==> src/rtl/turbo_pkg.sv <==
// turbo_pkg: shared sizes, interleaver table, FSM states and (de)permutation helpers
// for the turbo iteration controller.
package turbo_pkg;
  localparam int NSYM = 7;
  localparam int LLR_W = 4;
  localparam int EXT_W = 12;
  localparam int VW = NSYM * EXT_W;
  localparam int PI [NSYM] = '{3, 6, 2, 5, 1, 4, 0};
  typedef logic [VW-1:0] vec_t;
  typedef enum logic [2:0] {IDLE, ISSUE_NAT, WAIT_NAT, ISSUE_INT, WAIT_INT, OUTPUT} state_t;
  // w selects the element width; narrower vectors ride in the low bits of vec_t
  function automatic vec_t permute(vec_t v, int w);
    vec_t r = '0;
    for (int j = 0; j < NSYM; j++)
      for (int b = 0; b < EXT_W; b++)
        if (b < w) r[j*w+b] = v[PI[j]*w+b];
    return r;
  endfunction
  function automatic vec_t depermute(vec_t v, int w);
    vec_t r = '0;
    for (int j = 0; j < NSYM; j++)
      for (int b = 0; b < EXT_W; b++)
        if (b < w) r[PI[j]*w+b] = v[j*w+b];
    return r;
  endfunction
endpackage

==> src/rtl/turbo_iter_ctrl_if.sv <==
// turbo_iter_ctrl_if: frame input, SISO handshake and decoded-output bundle;
// master is the controller side, slave is the frame source / SISO / sink side.
interface turbo_iter_ctrl_if;
  import turbo_pkg::*;
  logic frame_valid_i;
  logic frame_ready_o;
  logic [NSYM*LLR_W-1:0] frame_sys_i;
  logic [NSYM*LLR_W-1:0] frame_enc1_i;
  logic [NSYM*LLR_W-1:0] frame_enc2_i;
  logic siso_en_o;
  logic [NSYM*LLR_W-1:0] siso_sys_o;
  logic [NSYM*LLR_W-1:0] siso_enc_o;
  logic [NSYM*EXT_W-1:0] siso_ext_o;
  logic [NSYM*EXT_W-1:0] siso_data_i;
  logic siso_finish_i;
  logic dec_valid_o;
  logic dec_ready_i;
  logic [NSYM-1:0] dec_bits_o;
  logic [3:0] iter_used_o;
  modport master (
    input frame_valid_i, frame_sys_i, frame_enc1_i, frame_enc2_i, siso_data_i, siso_finish_i, dec_ready_i,
    output frame_ready_o, siso_en_o, siso_sys_o, siso_enc_o, siso_ext_o, dec_valid_o, dec_bits_o, iter_used_o
  );
  modport slave (
    output frame_valid_i, frame_sys_i, frame_enc1_i, frame_enc2_i, siso_data_i, siso_finish_i, dec_ready_i,
    input frame_ready_o, siso_en_o, siso_sys_o, siso_enc_o, siso_ext_o, dec_valid_o, dec_bits_o, iter_used_o
  );
endinterface

==> src/rtl/turbo_hard_dec.sv <==
// turbo_hard_dec: per-symbol hard decision, bit = sign(sys + ext) at EXT_W+1 bits.
module turbo_hard_dec
  import turbo_pkg::*;
(
  input  logic [NSYM*LLR_W-1:0] sys,
  input  vec_t                  ext,
  output logic [NSYM-1:0]       bits
);
  for (genvar i = 0; i < NSYM; i++) begin : g_sym
    logic signed [EXT_W:0] sum;
    assign sum = (EXT_W+1)'($signed(sys[i*LLR_W +: LLR_W])) + (EXT_W+1)'($signed(ext[i*EXT_W +: EXT_W]));
    assign bits[i] = sum[EXT_W];
  end
endmodule

==> src/rtl/turbo_iter_ctrl.sv <==
// turbo_iter_ctrl: runs the shared SISO in natural/interleaved half-iterations per frame.
// Define TURBO_EARLY_STOP_EN to stop once two consecutive iterations agree on the hard decisions.
module turbo_iter_ctrl
  import turbo_pkg::*;
#(
  parameter int MAX_ITER = 4
) (
  input logic               clk_i,
  input logic               reset_n_i,
  turbo_iter_ctrl_if.master bus
);
  localparam int LV = NSYM * LLR_W;
  state_t state, nxt;
  logic [LV-1:0] sys, enc1, enc2, sys_p;
  vec_t ext_buf, data_p, data_d;
  logic [3:0] iter_cnt, cnt_nx, iter_used;
  logic [NSYM-1:0] dec_bits, hd;
  logic int_ph, fin_nat, fin_int, stop;
  assign sys_p = LV'(permute(VW'(sys), LLR_W));
  assign data_p = permute(bus.siso_data_i, EXT_W);
  assign data_d = depermute(bus.siso_data_i, EXT_W);
  assign int_ph = state == ISSUE_INT || state == WAIT_INT;
  assign fin_nat = state == WAIT_NAT && bus.siso_finish_i;
  assign fin_int = state == WAIT_INT && bus.siso_finish_i;
  assign cnt_nx = iter_cnt + 4'd1;
  turbo_hard_dec u_hd (.sys(sys), .ext(data_d), .bits(hd));
`ifdef TURBO_EARLY_STOP_EN
  // dec_bits still holds the previous iteration's decisions at capture time
  assign stop = cnt_nx == 4'(MAX_ITER) || (cnt_nx >= 4'd2 && hd == dec_bits);
`else
  assign stop = cnt_nx == 4'(MAX_ITER);
`endif
  assign bus.frame_ready_o = state == IDLE;
  assign bus.siso_en_o = state == ISSUE_NAT || state == ISSUE_INT;
  assign bus.dec_valid_o = state == OUTPUT;
  assign bus.siso_sys_o = int_ph ? sys_p : sys;
  assign bus.siso_enc_o = int_ph ? enc2 : enc1;
  assign bus.siso_ext_o = ext_buf;
  assign bus.dec_bits_o = dec_bits;
  assign bus.iter_used_o = iter_used;
  always_comb begin
    nxt = state;
    case (state)
      IDLE:      nxt = bus.frame_valid_i ? ISSUE_NAT : IDLE;
      ISSUE_NAT: nxt = WAIT_NAT;
      WAIT_NAT:  nxt = bus.siso_finish_i ? ISSUE_INT : WAIT_NAT;
      ISSUE_INT: nxt = WAIT_INT;
      WAIT_INT:  nxt = bus.siso_finish_i ? (stop ? OUTPUT : ISSUE_NAT) : WAIT_INT;
      OUTPUT:    nxt = bus.dec_ready_i ? IDLE : OUTPUT;
      default:   nxt = IDLE;
    endcase
  end
  always_ff @(posedge clk_i or negedge reset_n_i) begin
    if (!reset_n_i) begin
      state <= IDLE;
      sys <= '0;
      enc1 <= '0;
      enc2 <= '0;
      ext_buf <= '0;
      iter_cnt <= '0;
      iter_used <= '0;
      dec_bits <= '0;
    end else begin
      state <= nxt;
      if (state == IDLE && bus.frame_valid_i) begin
        sys <= bus.frame_sys_i;
        enc1 <= bus.frame_enc1_i;
        enc2 <= bus.frame_enc2_i;
        ext_buf <= '0;
        iter_cnt <= '0;
      end
      if (fin_nat) ext_buf <= data_p;
      if (fin_int) begin
        ext_buf <= data_d;
        iter_cnt <= cnt_nx;
        iter_used <= cnt_nx;
        dec_bits <= hd;
      end
    end
  end
endmodule

==> src/flat_wrapper.sv <==
// flat-port wrapper written by rule: the top's interface ports become plain ports
module turbo_iter_ctrl_flat import turbo_pkg::*;
#(
  parameter int MAX_ITER = 4
)
  (clk_i, reset_n_i, bus_frame_valid_i, bus_frame_sys_i, bus_frame_enc1_i, bus_frame_enc2_i, bus_siso_data_i, bus_siso_finish_i, bus_dec_ready_i, bus_frame_ready_o, bus_siso_en_o, bus_siso_sys_o, bus_siso_enc_o, bus_siso_ext_o, bus_dec_valid_o, bus_dec_bits_o, bus_iter_used_o);
  turbo_iter_ctrl_if bus_i ();
  input logic clk_i;
  input logic reset_n_i;
  input wire logic [$bits(bus_i.frame_valid_i)-1:0] bus_frame_valid_i;
  input wire logic [$bits(bus_i.frame_sys_i)-1:0] bus_frame_sys_i;
  input wire logic [$bits(bus_i.frame_enc1_i)-1:0] bus_frame_enc1_i;
  input wire logic [$bits(bus_i.frame_enc2_i)-1:0] bus_frame_enc2_i;
  input wire logic [$bits(bus_i.siso_data_i)-1:0] bus_siso_data_i;
  input wire logic [$bits(bus_i.siso_finish_i)-1:0] bus_siso_finish_i;
  input wire logic [$bits(bus_i.dec_ready_i)-1:0] bus_dec_ready_i;
  output wire logic [$bits(bus_i.frame_ready_o)-1:0] bus_frame_ready_o;
  output wire logic [$bits(bus_i.siso_en_o)-1:0] bus_siso_en_o;
  output wire logic [$bits(bus_i.siso_sys_o)-1:0] bus_siso_sys_o;
  output wire logic [$bits(bus_i.siso_enc_o)-1:0] bus_siso_enc_o;
  output wire logic [$bits(bus_i.siso_ext_o)-1:0] bus_siso_ext_o;
  output wire logic [$bits(bus_i.dec_valid_o)-1:0] bus_dec_valid_o;
  output wire logic [$bits(bus_i.dec_bits_o)-1:0] bus_dec_bits_o;
  output wire logic [$bits(bus_i.iter_used_o)-1:0] bus_iter_used_o;
  assign bus_i.frame_valid_i = bus_frame_valid_i;
  assign bus_i.frame_sys_i = bus_frame_sys_i;
  assign bus_i.frame_enc1_i = bus_frame_enc1_i;
  assign bus_i.frame_enc2_i = bus_frame_enc2_i;
  assign bus_i.siso_data_i = bus_siso_data_i;
  assign bus_i.siso_finish_i = bus_siso_finish_i;
  assign bus_i.dec_ready_i = bus_dec_ready_i;
  assign bus_frame_ready_o = bus_i.frame_ready_o;
  assign bus_siso_en_o = bus_i.siso_en_o;
  assign bus_siso_sys_o = bus_i.siso_sys_o;
  assign bus_siso_enc_o = bus_i.siso_enc_o;
  assign bus_siso_ext_o = bus_i.siso_ext_o;
  assign bus_dec_valid_o = bus_i.dec_valid_o;
  assign bus_dec_bits_o = bus_i.dec_bits_o;
  assign bus_iter_used_o = bus_i.iter_used_o;
  turbo_iter_ctrl #(.MAX_ITER(MAX_ITER)) u_core (.clk_i(clk_i), .reset_n_i(reset_n_i), .bus(bus_i));
endmodule
==> config.mk <==
export PLATFORM = sky130hd
export DESIGN_NAME = turbo_iter_ctrl_flat
export DESIGN_NICKNAME = d
export VERILOG_FILES = /design/src/rtl/turbo_pkg.sv /design/src/rtl/turbo_iter_ctrl_if.sv /design/src/rtl/turbo_hard_dec.sv /design/src/rtl/turbo_iter_ctrl.sv /design/src/flat_wrapper.sv
export SDC_FILE = /design/constraint.sdc
export NUM_CORES = 1
export LEC_CHECK = 0
export ABC_AREA = 1
export CAP_MARGIN = 15
export CELL_PAD_IN_SITES_DETAIL_PLACEMENT = 1
export CELL_PAD_IN_SITES_GLOBAL_PLACEMENT = 2
export CORE_MARGIN = 3
export CORE_UTILIZATION = 26
export DETAILED_ROUTE_END_ITERATION = 10
export PLACE_DENSITY = 0.83
export SYNTH_ARGS = -nofsm -noshare
export SYNTH_HDL_FRONTEND = slang
export SYNTH_HIERARCHICAL = 1
export SYNTH_SLANG_ARGS = --single-unit
==> constraint.sdc <==
create_clock -name clk_i -period 2.1 [get_ports clk_i]
set_input_delay 0.42 -clock clk_i [delete_from_list [all_inputs] [get_ports clk_i]]
set_output_delay 0.42 -clock clk_i [all_outputs]
set_load 0.05 [all_outputs]
==> run_results.csv, run 1 <==
group,metric,value,unit
clocking,htreeDepth,4,
routing,drt_first_pass_iters,5,
floorplan,die_h,213.3,um
sta,timing.fmax,411.0,MHz
yosys,synth_common_cells,"nand2_1, nand3_1, dfrtp_1",
clocking,cts_buffer_depth,2,
flow_run,drv_cap,0,
yosys,synth_top_flop_cell,"dfrtp_1",
outcome,violations,"setup timing",
sta,setup_slack,-0.3329,ns
setup_path,regToRegStartpoint,"u_core/state[2]",
clocking,path_clk_slew,0.08,ns
placed_design,io_buffers,326,
setup_path,critPathMaxStageDelay,0.43,ns
routing,wirelength,52290,um
yosys,synth_most_common_cell,"nand2_1",
power,p_leak,0.009475,uW
routing,drt_iter0_drc,608,
outcome,status,"finished with violations",
yosys,synth_cells,1553,
routing,ant_nets,0,
placed_design,dp_cells,2369,
sta,final.period_utilization,1.159,
cells_and_area,postLayoutCoreUtil,0.4183,
grt,grt_pass1_vias,11910,
setup_path,crit_path_frequent_cell,"buf_12",
grt,grt_use_total,0.2134,
grt,grt_pass1_wl,72710,um
setup_path,crit_type,"reg2out",
power,seq_power_share,0.199,
setup_path,crit_chain,"inv_2 > nor2_4 > nand2_4 > nand2_8 > buf_12 > buf_12 > nor2_2 > a21oi_4 > buf_12",
clocking,cts_tree,"built",
floorplan,core,42230,um^2
setup_path,crit_start,"u_core/state[1]",
floorplan,start_util,0.2647,
yosys,ys_top_cells_by_area,"dfrtp_1, nand2_1, nand3_1",
placed_design,hpwl,35110,um
sta,fin_worst_skew,0.01062,ns
cells_and_area,finalNetCount,2149,
clocking,insertion_delay,0.50,ns
yosys,yosysTopAreaCell,"dfrtp_1",
sta,hold_viol_final,0,
grt,antenna_found_initial,6,
yosys,ys_seq_elements,186,
power,swShare,0.5190,
sta,setup_violations,55,
yosys,synth_top_area_frac,0.4164,
setup_path,critPathRequiredTime,1.68,ns
power,internal-power,15610,uW
floorplan,ios,327,
clocking,cts_made_buffers,17,
routing,drc_errors,0,
grt,grt_max_degree,136,
setup_path,cp_max_fo,6,
yosys,async_reset_ff_frac,1.000,
yosys,yosysWarnings,6,
grt,grt.overflow.total,0,
placed_design,place_area,15700,um^2
sta,period_minus_slack,2.433,ns
yosys,synth.avg_cell_area,7.197,um^2
power,switchingPower,16840,uW
power,pwr-share-clk,0.109,
sta,slew_headroom,0.6079,
sta,rsz0062_at_grt,"yes",
min_path,hold_class,"in2async",
power,vdd_drop_max,1.427,mV
setup_path,crit_family,"buffers and inverters",
setup_path,crit_arrival,2.01,ns
placed_design,place_congestion,0.8466,
cells_and_area,drive_above_1_share,0.1754,
yosys,synth_edf_count,0,
power,p_per_area,1837,nW/um^2
yosys,ys_seq_area_frac,0.4164,
clocking,cts_sinks,186,
sta,report.final.slew_viol_count,0,
cells_and_area,layout.cells.non_filler,2452,
clocking,cts-root-buf,"clkbuf_16",
yosys,yosysUniqueCellTypes,22,
setup_path,ff2ff_setup_slack,-0.01,ns
cells_and_area,design_area,17660,um^2
setup_path,critPathBufInv,4,
routing,vias_per_cell,4.852,
routing,wl_per_cell,21.32,um
sta,setup_tns,-14.07,ns
power,combPwrFrac,0.693,
floorplan,num_rows,75,
routing,num_vias,11900,
setup_path,end_kind,"output port",
floorplan,die_x,213.3,um
yosys,synthesis.area,11180,um^2
floorplan,die_area,45510,um^2
sta,worst_pin_slew,0.5882,ns
setup_path,cpMaxStageDelayCell,"dfrtp_2",
setup_path,cp-start-kind,"flip-flop",
cells_and_area,syn2layout_area_growth,58.04,%
yosys,synth_nets,1804,
## layout make-up
class / instances / area, um^2
fillers: 5030 / 24560
multi-input cells: 1129 / 6161
repair buffers: 424 / 5034
flip-flops and latches: 186 / 4658
well taps: 539 / 674.4
inverters: 140 / 533.0
clock buffers: 18 / 429.2
clock inverters: 13 / 167.7
diodes: 3 / 7.507
## sequential cells by signal (all words and copies together) (netlist names)
name,count
u_core/enc1,28
u_core/enc2,28
u_core/sys,28
u_core/bus.iter_used_o,4
u_core/state,3
u_core/bus.dec_bits_o,7
u_core/iter_cnt,4
u_core/bus.siso_ext_o,84
## placed cells by master, fill, tap and decap left out, types with 4 or more instances in the layout
cell,n
nand2_2,40
clkdlybuf4s50_1,169
buf_12,70
dfrtp_1,183
nand3_2,12
a21oi_1,24
buf_8,5
ha_1,78
buf_6,8
nor2_2,16
a21oi_2,9
nor2_1,23
nand3_1,210
nor2_4,5
dlygate4sd2_1,87
buf_16,5
inv_1,135
clkbuf_16,30
o21ai_4,6
nand2_4,32
nand2_1,584
nand4_1,73
inv_6,5
a21oi_4,6
inv_2,4
buf_4,60
## power by group through the flow
stage          clock network (uW)  logic [uW]  registers, uW
2_1_floorplan                   0        9060           8280
3_3_place_gp                    0       19300           6330
3_5_place_dp                    0       19600           6400
4_1_cts                      3640       20400           6320
5_1_grt                      3780       24000           6650
6_report                     3530       22500           6450
## per-layer routing
| metal | up-vias | part of all wire | GRT usage |
|---|---|---|---|
| li1 | 5682 | - | - |
| met1 | 5832 | 0.45 | 0.2826 |
| met2 | 328 | 0.46 | 0.3328 |
| met3 | 48 | 0.077 | 0.07666 |
| met4 | 6 | 0.016 | 0.05538 |
| met5 | - | 0.00088 | 0 |
## cell families (layout without fill, tap and decap cells)
| logic type | Yosys count | in the layout | synth area share |
|---|---|---|---|
| simple gates | 998 | 999 | 0.3830 |
| other cells | 0 | 3 | 0 |
| compound gates | 52 | 52 | 0.02351 |
| flops | 186 | 186 | 0.4164 |
| fa+ha+maj | 78 | 78 | 0.08732 |
| buf+inv | 239 | 595 | 0.08978 |
## worst paths after layout
check,endpoint,depth (start not counted)
max reg2reg,u_core/bus.siso_ext_o[21],11
max in group asynchronous,u_core/bus.siso_ext_o[67],3
max,bus_siso_sys_o[21],9
min in group clk_i,u_core/enc1[14],3
min,u_core/bus.siso_ext_o[56],2
min reg2reg,u_core/bus.iter_used_o[0],2
## metrics by stage
stage	power (uW)	setup WS (ns)	hold WS (ns)
CTS	30390	-0.3209	0.4313
detailed placement	26000	-0.04659	0.4231
global route	34470	-0.4092	0.4524
global placement	25670	0.05740	0.4225
floorplan	17340	-0.2997	0.1244
finish	32450	-0.3329	0.4449
## repair_timing
action                                  CTS  global route
pin swaps                                 6            20
endpoints found under the setup margin  142           163
buffers inserted                         11            16
hold endpoints to repair                 41             0
hold buffers                              1             0
gates cloned                              4            18
gates resized for setup                 155           138
No activity file was read; power rests on OpenSTA's default activity.
==> run 2, diff against run 1 <==
Settings changed: CORE_MARGIN 3 to 4, SLEW_MARGIN set to 20.
==> run_results.csv, run 2 (synthesis gave the netlist of run 1 again) <==
group,metric,value,unit
min_path,hold_class,"in2reg",
cells_and_area,largest_reg_flops,84,
sta,period_minus_slack,2.299,ns
cells_and_area,layout.cells.non_filler,2444,
routing,wl_met1,22960,um
clocking,cts_buffer_depth,2,
sta,rsz0062_at_grt,"yes",
grt,grt_pass1_vias,12360,
routing,num_vias,11770,
setup_path,ff2ff_setup_slack,0.12,ns
setup_path,crit_type,"reg2out",
grt,grt_use_total,0.2100,
clocking,cts_made_buffers,17,
setup_path,cpMaxStageDelayCell,"dfrtp_2",
sta,final.period_utilization,1.095,
routing,top_layer,"met5",
outcome,violations,"setup timing",
placed_design,dp_cells,2384,
setup_path,critPathMaxStageDelay,0.44,ns
clocking,path_clk_slew,0.08,ns
outcome,status,"finished with violations",
power,vdd_drop_max,1.291,mV
min_path,hold_depth,4,
cells_and_area,layout_commonest_cell,"nand2_1",
setup_path,crit_chain,"nor2_4 > nand2_4 > nand2_8 > buf_12 > buf_12 > nor2_1 > a21oi_2 > buf_12",
placed_design,place_area,15880,um^2
routing,wl_met2,23420,um
sta,hold_viol_final,0,
routing,wl_per_cell,20.61,um
routing,drt_first_pass_iters,4,
clocking,cts_tree,"built",
flow_run,drv_cap,0,
setup_path,crit_start,"u_core/state[2]",
clocking,htreeDepth,4,
grt,antenna_found_initial,7,
routing,met3_length,3063,um
min_path,min_to,"u_core/bus.dec_bits_o[3]",
routing,drt_iter0_drc,512,
routing,vias_per_cell,4.814,
floorplan,num_rows,75,
sta,timing.fmax,435.0,MHz
placed_design,place_congestion,0.8616,
sta,report.final.slew_viol_count,0,
routing,ant_nets,0,
floorplan,core,42230,um^2
setup_path,end_kind,"output port",
cells_and_area,fillCellCount,5057,
cells_and_area,finalNetCount,2142,
setup_path,r2r_cells,9,
power,total_power,31320,uW
sta,slew_headroom,0.4549,
grt,grt_max_degree,131,
sta,fin_worst_skew,0.006663,ns
clocking,cts-root-buf,"clkbuf_16",
min_path,hold_path_startpoint,"bus_siso_finish_i",
routing,wirelength,50370,um
sta,worst_pin_slew,0.8176,ns
power,p_per_area,1808,nW/um^2
placed_design,hpwl,35740,um
floorplan,start_util,0.2647,
cells_and_area,drive_above_1_share,0.1507,
grt,grt_pass1_wl,75090,um
clocking,insertion_delay,0.46,ns
grt,grt.overflow.total,0,
placed_design,io_buffers,326,
floorplan,die_area,46370,um^2
floorplan,ios,327,
setup_path,regToRegStartpoint,"u_core/state[2]",
setup_path,cp_max_fo,8,
setup_path,critPathRequiredTime,1.68,ns
sta,setup_slack,-0.1988,ns
clocking,cts_sinks,186,
cells_and_area,layout_common_cells,"nand2_1, nand3_1, clkdlybuf4s50_1, dfrtp_1, inv_1",
placed_design,place_ws,-0.007210,ns
setup_path,cp-start-kind,"flip-flop",
cells_and_area,syn2layout_area_growth,54.97,%
setup_path,crit_path_frequent_cell,"buf_12",
setup_path,r2r_end,"u_core/sys[1]",
sta,setup_violations,52,
routing,drc_errors,0,
setup_path,crit_arrival,1.88,ns
cells_and_area,design_area,17320,um^2
power,p_leak,0.009455,uW
floorplan,die_h,215.3,um
floorplan,die_x,215.3,um
[run 2: changes by cell type in the layout (fill, tap and decap cells not counted), moves of 10 or more]
cell	change
dlygate4sd2_1	-53
dlymetal6s2s_1	+30
nand2_4	-26
clkdlybuf4s50_1	+23
nand2_1	+18
clkbuf_16	-10
nand3_1	+10
nand3_2	-10
[run 2: cell type report]
cell class	count	area (um^2)	area share
Timing Repair Buffer	418	4990	0.2881
Inverter	140	525.5	0.03034
Tap cell	539	674.4	0.03894
Multi-Input combinational cell	1128	5846	0.3375
Antenna cell	1	2.502	0.0001445
Clock inverter	13	182.7	0.01055
Clock buffer	19	442.9	0.02557
Sequential cell	186	4657	0.2689
[run 2: metrics by stage]
step	utilization	hold WS (ns)	TNS, ns
after floorplan	-	0.1244	-2.000
after global placement	0.3761	0.4618	0
after detailed placement	0.3761	0.4684	-0.007210
after CTS	0.4052	0.4700	-10.71
after global routing	0.4102	0.4887	-12.32
final	0.4102	0.4789	-7.897
[run 2: critical path, delay by kind of cell, from the launching register on]
family | cells | cell delay, ns
flip-flops | 1 | 0.44
AND/OR/NAND/NOR | 4 | 0.39
buffers and inverters | 3 | 0.42
AO/OA/AOI/OAI | 1 | 0.17
[run 2: worst max path at each step]
stage	to	slack, ns
finish	bus_siso_sys_o[20]	-0.20
floorplan	bus_siso_sys_o[0]	-0.30
global route	bus_siso_sys_o[21]	-0.28
detailed placement	u_core/bus.dec_bits_o[1]	-0.007
CTS	bus_siso_sys_o[20]	-0.25
global placement	u_core/bus.dec_bits_o[1]	0.04
[run 2: timing repair]
| item | in CTS | in global routing |
|---|---|---|
| pin swaps | 6 | 5 |
| hold buffers | 1 | 0 |
| cloned | 9 | 3 |
| setup buffers | 13 | 3 |
| endpoints found under the hold margin | 45 | 0 |
| endpoints found under the setup margin | 89 | 177 |
| gates resized for setup | 123 | 49 |
[run 2: power by group]
group / internal [uW] / total, uW / switching, uW
Combinational: 8230 / 21400 / 13100
Sequential: 5070 / 6380 / 1310
Clock: 1950 / 3570 / 1630
Total: 15200 / 31300 / 16100
[run 2: layer usage]
layer / GRT usage / vias to the layer above
li1: - / 5661
met1: 0.2762 / 5729
met2: 0.3425 / 319
met3: 0.05706 / 49
met4: 0.05540 / 8
met5: 0 / -
